File: src/rtl/ambiente_robo.sv
// Grid-world plant for the wall-following robot: turns avancar/girar into position,
// heading and head/left wall sensing. Define AMBIENTE_WRAP_EN for a toroidal grid.
module ambiente_robo #(
  parameter int DIM_BITS  = 3,
  parameter int START_X   = 0,
  parameter int START_Y   = 0,
  parameter int START_DIR = 1,
  parameter logic [(1<<(2*DIM_BITS))-1:0] MAP_INIT = '0
) (
  input  logic                clock,
  input  logic                reset,
  input  logic                avancar,
  input  logic                girar,
  input  logic                map_we,
  input  logic [DIM_BITS-1:0] map_x,
  input  logic [DIM_BITS-1:0] map_y,
  input  logic                map_val,
  output logic                head,
  output logic                left,
  output logic [DIM_BITS-1:0] pos_x,
  output logic [DIM_BITS-1:0] pos_y,
  output logic [1:0]          dir,
  output logic                colisao,
  output logic                erro,
  output logic [15:0]         passos
);

  localparam int CELLS = 1 << (2*DIM_BITS);
`ifdef AMBIENTE_WRAP_EN
  localparam logic WRAP = 1'b1;
`else
  localparam logic WRAP = 1'b0;
`endif

  logic [DIM_BITS-1:0] x_q, x_d, y_q, y_d;
  logic [1:0]          dir_q, dir_d;
  logic [CELLS-1:0]    map_q, map_d;
  logic [15:0]         passos_q, passos_d;
  logic                colisao_q, colisao_d, erro_q, erro_d;

  // Returns {off_grid, ny, nx}; coordinates always wrap, off_grid flags a border crossing.
  function automatic logic [2*DIM_BITS:0] nbr(input logic [1:0] d,
                                              input logic [DIM_BITS-1:0] x,
                                              input logic [DIM_BITS-1:0] y);
    logic [DIM_BITS-1:0] nx, ny;
    logic                off;
    nx  = x;
    ny  = y;
    off = 1'b0;
    case (d)
      2'd0:    begin ny = y - DIM_BITS'(1); off = (y == '0); end
      2'd1:    begin nx = x + DIM_BITS'(1); off = (x == '1); end
      2'd2:    begin ny = y + DIM_BITS'(1); off = (y == '1); end
      default: begin nx = x - DIM_BITS'(1); off = (x == '0); end
    endcase
    return {off, ny, nx};
  endfunction

  logic                a_off, l_off;
  logic [DIM_BITS-1:0] a_x, a_y, l_x, l_y;
  logic                wr_self, wr_block;

  assign {a_off, a_y, a_x} = nbr(dir_q, x_q, y_q);
  assign {l_off, l_y, l_x} = nbr(dir_q - 2'd1, x_q, y_q);

  assign head = (a_off & ~WRAP) | map_q[{a_y, a_x}];
  assign left = (l_off & ~WRAP) | map_q[{l_y, l_x}];

  // A wall written onto the move destination in the same cycle wins over the move.
  assign wr_self  = ({map_y, map_x} == {y_q, x_q});
  assign wr_block = map_we & map_val & ({map_y, map_x} == {a_y, a_x});

  always_comb begin
    x_d       = x_q;
    y_d       = y_q;
    dir_d     = dir_q;
    map_d     = map_q;
    passos_d  = passos_q;
    colisao_d = 1'b0;
    erro_d    = 1'b0;
    if (map_we && !wr_self) map_d[{map_y, map_x}] = map_val;
    if (avancar && girar) begin
      erro_d = 1'b1;
    end else if (avancar) begin
      if (head || wr_block) begin
        colisao_d = 1'b1;
      end else begin
        x_d = a_x;
        y_d = a_y;
        if (passos_q != 16'hFFFF) passos_d = passos_q + 16'd1;
      end
    end else if (girar) begin
      dir_d = dir_q + 2'd1;
    end
  end

  always_ff @(posedge clock) begin
    if (!reset) begin
      x_q       <= START_X[DIM_BITS-1:0];
      y_q       <= START_Y[DIM_BITS-1:0];
      dir_q     <= START_DIR[1:0];
      map_q     <= MAP_INIT;
      passos_q  <= 16'd0;
      colisao_q <= 1'b0;
      erro_q    <= 1'b0;
    end else begin
      x_q       <= x_d;
      y_q       <= y_d;
      dir_q     <= dir_d;
      map_q     <= map_d;
      passos_q  <= passos_d;
      colisao_q <= colisao_d;
      erro_q    <= erro_d;
    end
  end

  assign pos_x   = x_q;
  assign pos_y   = y_q;
  assign dir     = dir_q;
  assign colisao = colisao_q;
  assign erro    = erro_q;
  assign passos  = passos_q;

endmodule
File: config.mk
export PLATFORM = sky130hd
export DESIGN_NAME = ambiente_robo
export DESIGN_NICKNAME = d
export VERILOG_FILES = /design/src/rtl/ambiente_robo.sv
export SDC_FILE = /design/constraint.sdc
export NUM_CORES = 1
export LEC_CHECK = 0
export CAP_MARGIN = 10
export CORE_UTILIZATION = 50
export CTS_BUF_LIST = sky130_fd_sc_hd__clkbuf_2 sky130_fd_sc_hd__clkbuf_4 sky130_fd_sc_hd__clkbuf_8
export CTS_CLUSTER_DIAMETER = 150
export DETAILED_ROUTE_END_ITERATION = 10
export GPL_TIMING_DRIVEN = 0
export MAX_ROUTING_LAYER = met4
export PLACE_DENSITY_LB_ADDON = 0.05
export SLEW_MARGIN = 20
export SYNTH_ARGS = -nofsm -noshare
export SYNTH_HDL_FRONTEND = slang
export SYNTH_SLANG_ARGS = --single-unit
File: constraint.sdc
create_clock -name clock -period 9.99 [get_ports clock]
set_clock_uncertainty 0.1 [all_clocks]
set_input_delay 0.999 -clock clock [delete_from_list [all_inputs] [get_ports clock]]
set_output_delay 0.999 -clock clock [all_outputs]
set_load 0.05 [all_outputs]
======== Word-level counts from Yosys, hierarchy flattened ========
Index checks and enable logic that the tools add are counted.
word-level totals
  flip-flop bits (word level) ............. 90
  word-level logic and storage cells ...... 65
  output and inout bits ................... 28
  input port bits ......................... 12
cells by class
  $lt $le $gt $ge ......................... 4
  multiplexer cells ....................... 15
  bitwise operators ....................... 8
  add/subtract/negate cells ............... 7
  equal/unequal tests ..................... 9
  reductions and logical operators ........ 15
operators by type and width
  kind                   count
  $bwmux 64              1
  $pmux 3 s2             4
  $lt 6x7->1 const B     3
  $add 16x1->16 const B  1
  $ne 16x16->1 const B   1
  $bmux 1 s6             2
  $eq 6x6->1             2
  $add 3x1->3 const B    2
  $demux 1 s6            1
  $eq 3x3->1 const B     2
  $ge 6x1->1 const B     1
  $logic_not 3->1        2
  $pmux 1 s3             2
  $reduce_and 3->1       2
  $sub 3x1->3 const B    2
  $mux 1                 5
  $eq 2x1->1 const B     2
  $eq 2x2->1 const B     2
  $logic_not 2->1        2
  $not 1->1              4
  $reduce_and 4->1       1
  $reduce_or 2->1        2
  $logic_and 1x1->1      3
  $reduce_or 3->1        1
  other kinds (6)        8

======== Logic depth before layout (Yosys ltp) ========
  depth in word-level cells ............... 9
  gate-level depth with buffers ........... 17
  depth with buffers taken out ............ 10

======== Worst setup path after synthesis ========
Ideal clock, no wire load.
  kind .................................... register to output
  from .................................... register dir_q[0], in the netlist dir[0]
  to ...................................... output head
  buffers on the path ..................... 2
  arrival ................................. 3.776 ns
  required time ........................... 8.891 ns
  cell stages (with the launch flop) ...... 12
  slack ................................... 5.115 ns
  path through ............................ dfxtp_1 > clkbuf_1 > inv_1 > ha_1 > or3_1 > a221oi_1 > buf_2 > nor3_1 > a221oi_1 > nor2_1 > nor4b_2 > nand3_1
between the ends
  longest elaborated chain between the ends .. 6
  elaborated cells on any way between the ends .. 10
  classes of those cells .................. eq/ne: 2; mux: 5; bitwise: 1; reduce/logical: 2
RTL lines
  what                                           RTL line  RTL
  start: declaration                             36        logic [1:0] dir_q, dir_d;
  start signal: assignment                       101       dir_q <= START_DIR[1:0];
  start signal: assignment                       109       dir_q <= dir_d;
  $eq 2x2->1 or $logic_not 2->1 (tied branches)  50        case (d)
  $reduce_or 2->1 (no line)                      -
  $pmux 3 s2                                     50
  $bmux 1 s6                                     66        assign head = (a_off & ~WRAP) | map_q[{a_y, a_x}];
  $mux 1 (implied by the code)                   66
  $or 1x1->1 (*)                                 66
  end: declaration                               18        output logic head,
Mark *: on every way between the ends. The rest lies on a longest branch, timed or not. The select of a mux whose other input is x is not followed.

======== Worst setup path in the final report ========
  from .................................... register dir_q[0], in the netlist dir[0]
  to ...................................... output left
between the ends
  longest elaborated chain between the ends .. 7
  elaborated cells on any way between the ends .. 11
  classes of those cells .................. add/sub: 1; eq/ne: 2; mux: 5; bitwise: 1; reduce/logical: 2
RTL lines
  what                                           RTL line  RTL
  $sub 2x1->2 (*)                                64        assign {l_off, l_y, l_x} = nbr(dir_q - 2'd1, x_q, y_q);
  $eq 2x2->1 or $logic_not 2->1 (tied branches)  50
  $reduce_or 2->1 (no line)                      -
  $pmux 3 s2                                     50
  $bmux 1 s6                                     67        assign left = (l_off & ~WRAP) | map_q[{l_y, l_x}];
  $mux 1 (implied by the code)                   67
  $or 1x1->1 (*)                                 67
  end: declaration                               19        output logic left,
Marked as above.

==> results_dict.tcl <==
set metrics [dict create \
    die_x_um 110 \
    p_per_area_nw_per_um2 152 \
    final_nets 736 \
    internal_power_w 0.000626 \
    clkPwrFrac_pct 28.6 \
    drtPass1Iterations 5 \
    critical_path_class "register to primary output" \
    grt_pass1_vias 4857 \
    route.detailed.wl_per_inst_um 20.3 \
    hold_ws_ps 395 \
    die_h_um 110 \
    hp-class "register to register" \
    cpMaxStageDelayCell "a21oi_1" \
    ys_async_sr_fraction_pct 0 \
    combPwrFrac_pct 33.8 \
    synthesis.nets 691 \
    drive_above_1_share_pct 10.3 \
    antenna_found_initial 0 \
    die_area_um2 12000 \
    critPathMaxFanout 10 \
    synthCells 666 \
    grt_max_degree 15 \
    dp_hpwl_um 12600 \
    setup_tns_ps 0 \
    vias 5395 \
    routabilityCongestion 0.945 \
    cts_resized 0 \
    hold_viol 0 \
    drtAntennaViolNets 0 \
    worstPathRequired_ps 8890 \
    drc 0 \
    post_cts_buffers 0 \
    rows 38 \
    drv_slew 0 \
    fmax_mhz 154 \
    clock-root-buffer "clkbuf_8" \
    n_antenna_cell 0 \
    syn_area_per_cell_um2 8.68 \
    cts_buffers 9 \
    endpoint_kind "primary output" \
    initialDrtViolationCount 623 \
    power_leakage_nw 2.14 \
    port_buffers 34 \
    ys_types 61 \
    regArea_um2 1800 \
    multi_input_area_um2 3670 \
    synth_top_area_share_pct 31.2 \
    n_fill_cell 1033 \
    slowest_delay_ps 830 \
    clk_path_buf_depth 2 \
    grt-ovfl-total 0 \
    power_frac_seq_pct 37.6 \
    synth-edff-count 0 \
    syn_to_final_growth_pct 12.8 \
    fin_crit_sh_pct 65.1 \
    ys_top_cells_by_area "dfxtp_1, mux2i_1, mux4_2" \
    rsz0062_at_grt "no" \
    fin_crit_ps 6500 \
    yosys_warnings 0 \
    setup_violations 0 \
    htree_levels 3 \
    start_kind "register" \
    cts_sinks 90 \
    switching_share_pct 36.8 \
    viasPerCell 6.31 \
    ctsHoldBuffers 0 \
    routed_wl_um 17300 \
    yosysTopAreaCell "dfxtp_1" \
    finish.utilization_pct 59.1 \
    status "complete, no violations" \
    ys.flop_type "dfxtp_1" \
    grt_usage_pct 31.3 \
    clk_latency_ps 390 \
    io_pins 40 \
    synthesis.area_um2 5780 \
    initial_core_util_pct 52.4 \
    clk_pin_slew_worst_paths_ps 90 \
    tightest_slew_ps 1070 \
    drv_cap 0 \
    p_switching_w 0.000364 \
    ys_seq_elements 90 \
    yosysSeqAreaShare_pct 31.2 \
    relSlewSlack_pct 28.7 \
    irDropWorstVdd_v 0.0000966 \
    yosysMostFrequentCell "nor2_1" \
    crit_chain "clkbuf_1 -> inv_1 -> ha_1 -> buf_2 -> a21oi_1 -> clkbuf_1 -> mux4_2 -> mux4_2 -> mux2_2 -> o21ai_0 -> nand2_1 -> clkdlybuf4s50_1" \
    ys_top_cells_by_count "nor2_1, dfxtp_1, mux2i_1" \
    grt_pass1_wl_um 26800 \
    tritoncts "built" \
    crit_arrival_ps 5410 \
    coreArea_um2 11000 \
]
-- per-layer routing --
metal	vias to the layer above	part of all wire [%]	GRT usage, %
li1	2528	-	-
met1	2569	44	42.0
met2	250	44	46.5
met3	48	7.9	4.51
met4	0	3.9	14.7
met5	-	0	-
-- area by class of cell --
type | count | share of cell area [%]
inverter | 15 | 0.864
buffer | 54 | 3.90
clock inverter | 5 | 1.21
sequential | 90 | 27.6
timing repair buffer | 34 | 5.22
clock buffer | 10 | 2.11
multi-input combinational | 507 | 56.4
tap | 140 | 2.69
-- cell families after synthesis --
family	Yosys count	synth area share [%]
AO/OA/AOI/OAI	129	15.3
adder cells (fa/ha/maj)	13	2.81
AND/OR/NAND/NOR	258	21.5
XOR/XNOR	17	2.58
buffers and inverters	69	5.37
flip-flops	90	31.2
multiplexers	90	21.3
-- power groups by stage --
| stage | clock, W | combinational [W] | sequential, W |
|---|---|---|---|
| finish | 0.000283 | 0.000335 | 0.000372 |
| global route | 0.000296 | 0.000357 | 0.000373 |
| global placement | 0 | 0.000327 | 0.000380 |
| CTS | 0.000288 | 0.000331 | 0.000372 |
| floorplan | 0 | 0.000221 | 0.000396 |
| detailed placement | 0 | 0.000329 | 0.000381 |
-- state kept, by name (all words and copies together), names as in the netlist --
register  count
map_q        64
passos       16
pos_x         3
pos_y         3
dir           2
colisao       1
erro          1
-- cells in the final DEF, fill, tap and decap left out, types with 12 or more instances in the layout --
cell type	Yosys	final
nor2_1	118	118
dfxtp_1	90	90
mux2i_1	60	60
nand2_1	44	44
a21oi_1	39	39
clkbuf_1	37	37
clkdlybuf4s50_1	0	34
mux4_2	26	26
o21ai_0	19	19
nor3_1	16	16
inv_1	15	15
nand3_1	15	15
xnor2_1	14	13
ha_1	13	13
o211ai_1	12	12
-- stage by stage --
step | std cells | total power, W | instance area, µm² | worst slack, ps
final | 855 | 0.000990 | 6520 | 3490
after global routing | 855 | 0.00103 | 6520 | 3340
after CTS | 855 | 0.000991 | 6520 | 3550
after detailed placement | 840 | 0.000710 | 6300 | 4010
after global placement | 840 | 0.000707 | 6290 | 4080
after floorplan | 666 | 0.000617 | 5780 | 5120
-- final timing paths --
kind | startpoint | to | slack (ps) | cells past startpoint
max reg2reg | dir[0] | passos[4] | 5220 | 15
min | map_q[49] | map_q[49] | 390 | 2
max | dir[0] | left | 3490 | 12
min reg2reg | map_q[49] | map_q[49] | 390 | 2
-- critical path, delay by kind of cell (launching register included) --
kind,cells,cell delay [ps]
compound gates,2,1010
fa+ha+maj,1,310
buf+inv,5,2000
flops,1,400
mux,3,1240
simple gates,1,70
No activity file was read; power rests on OpenSTA's default activity.
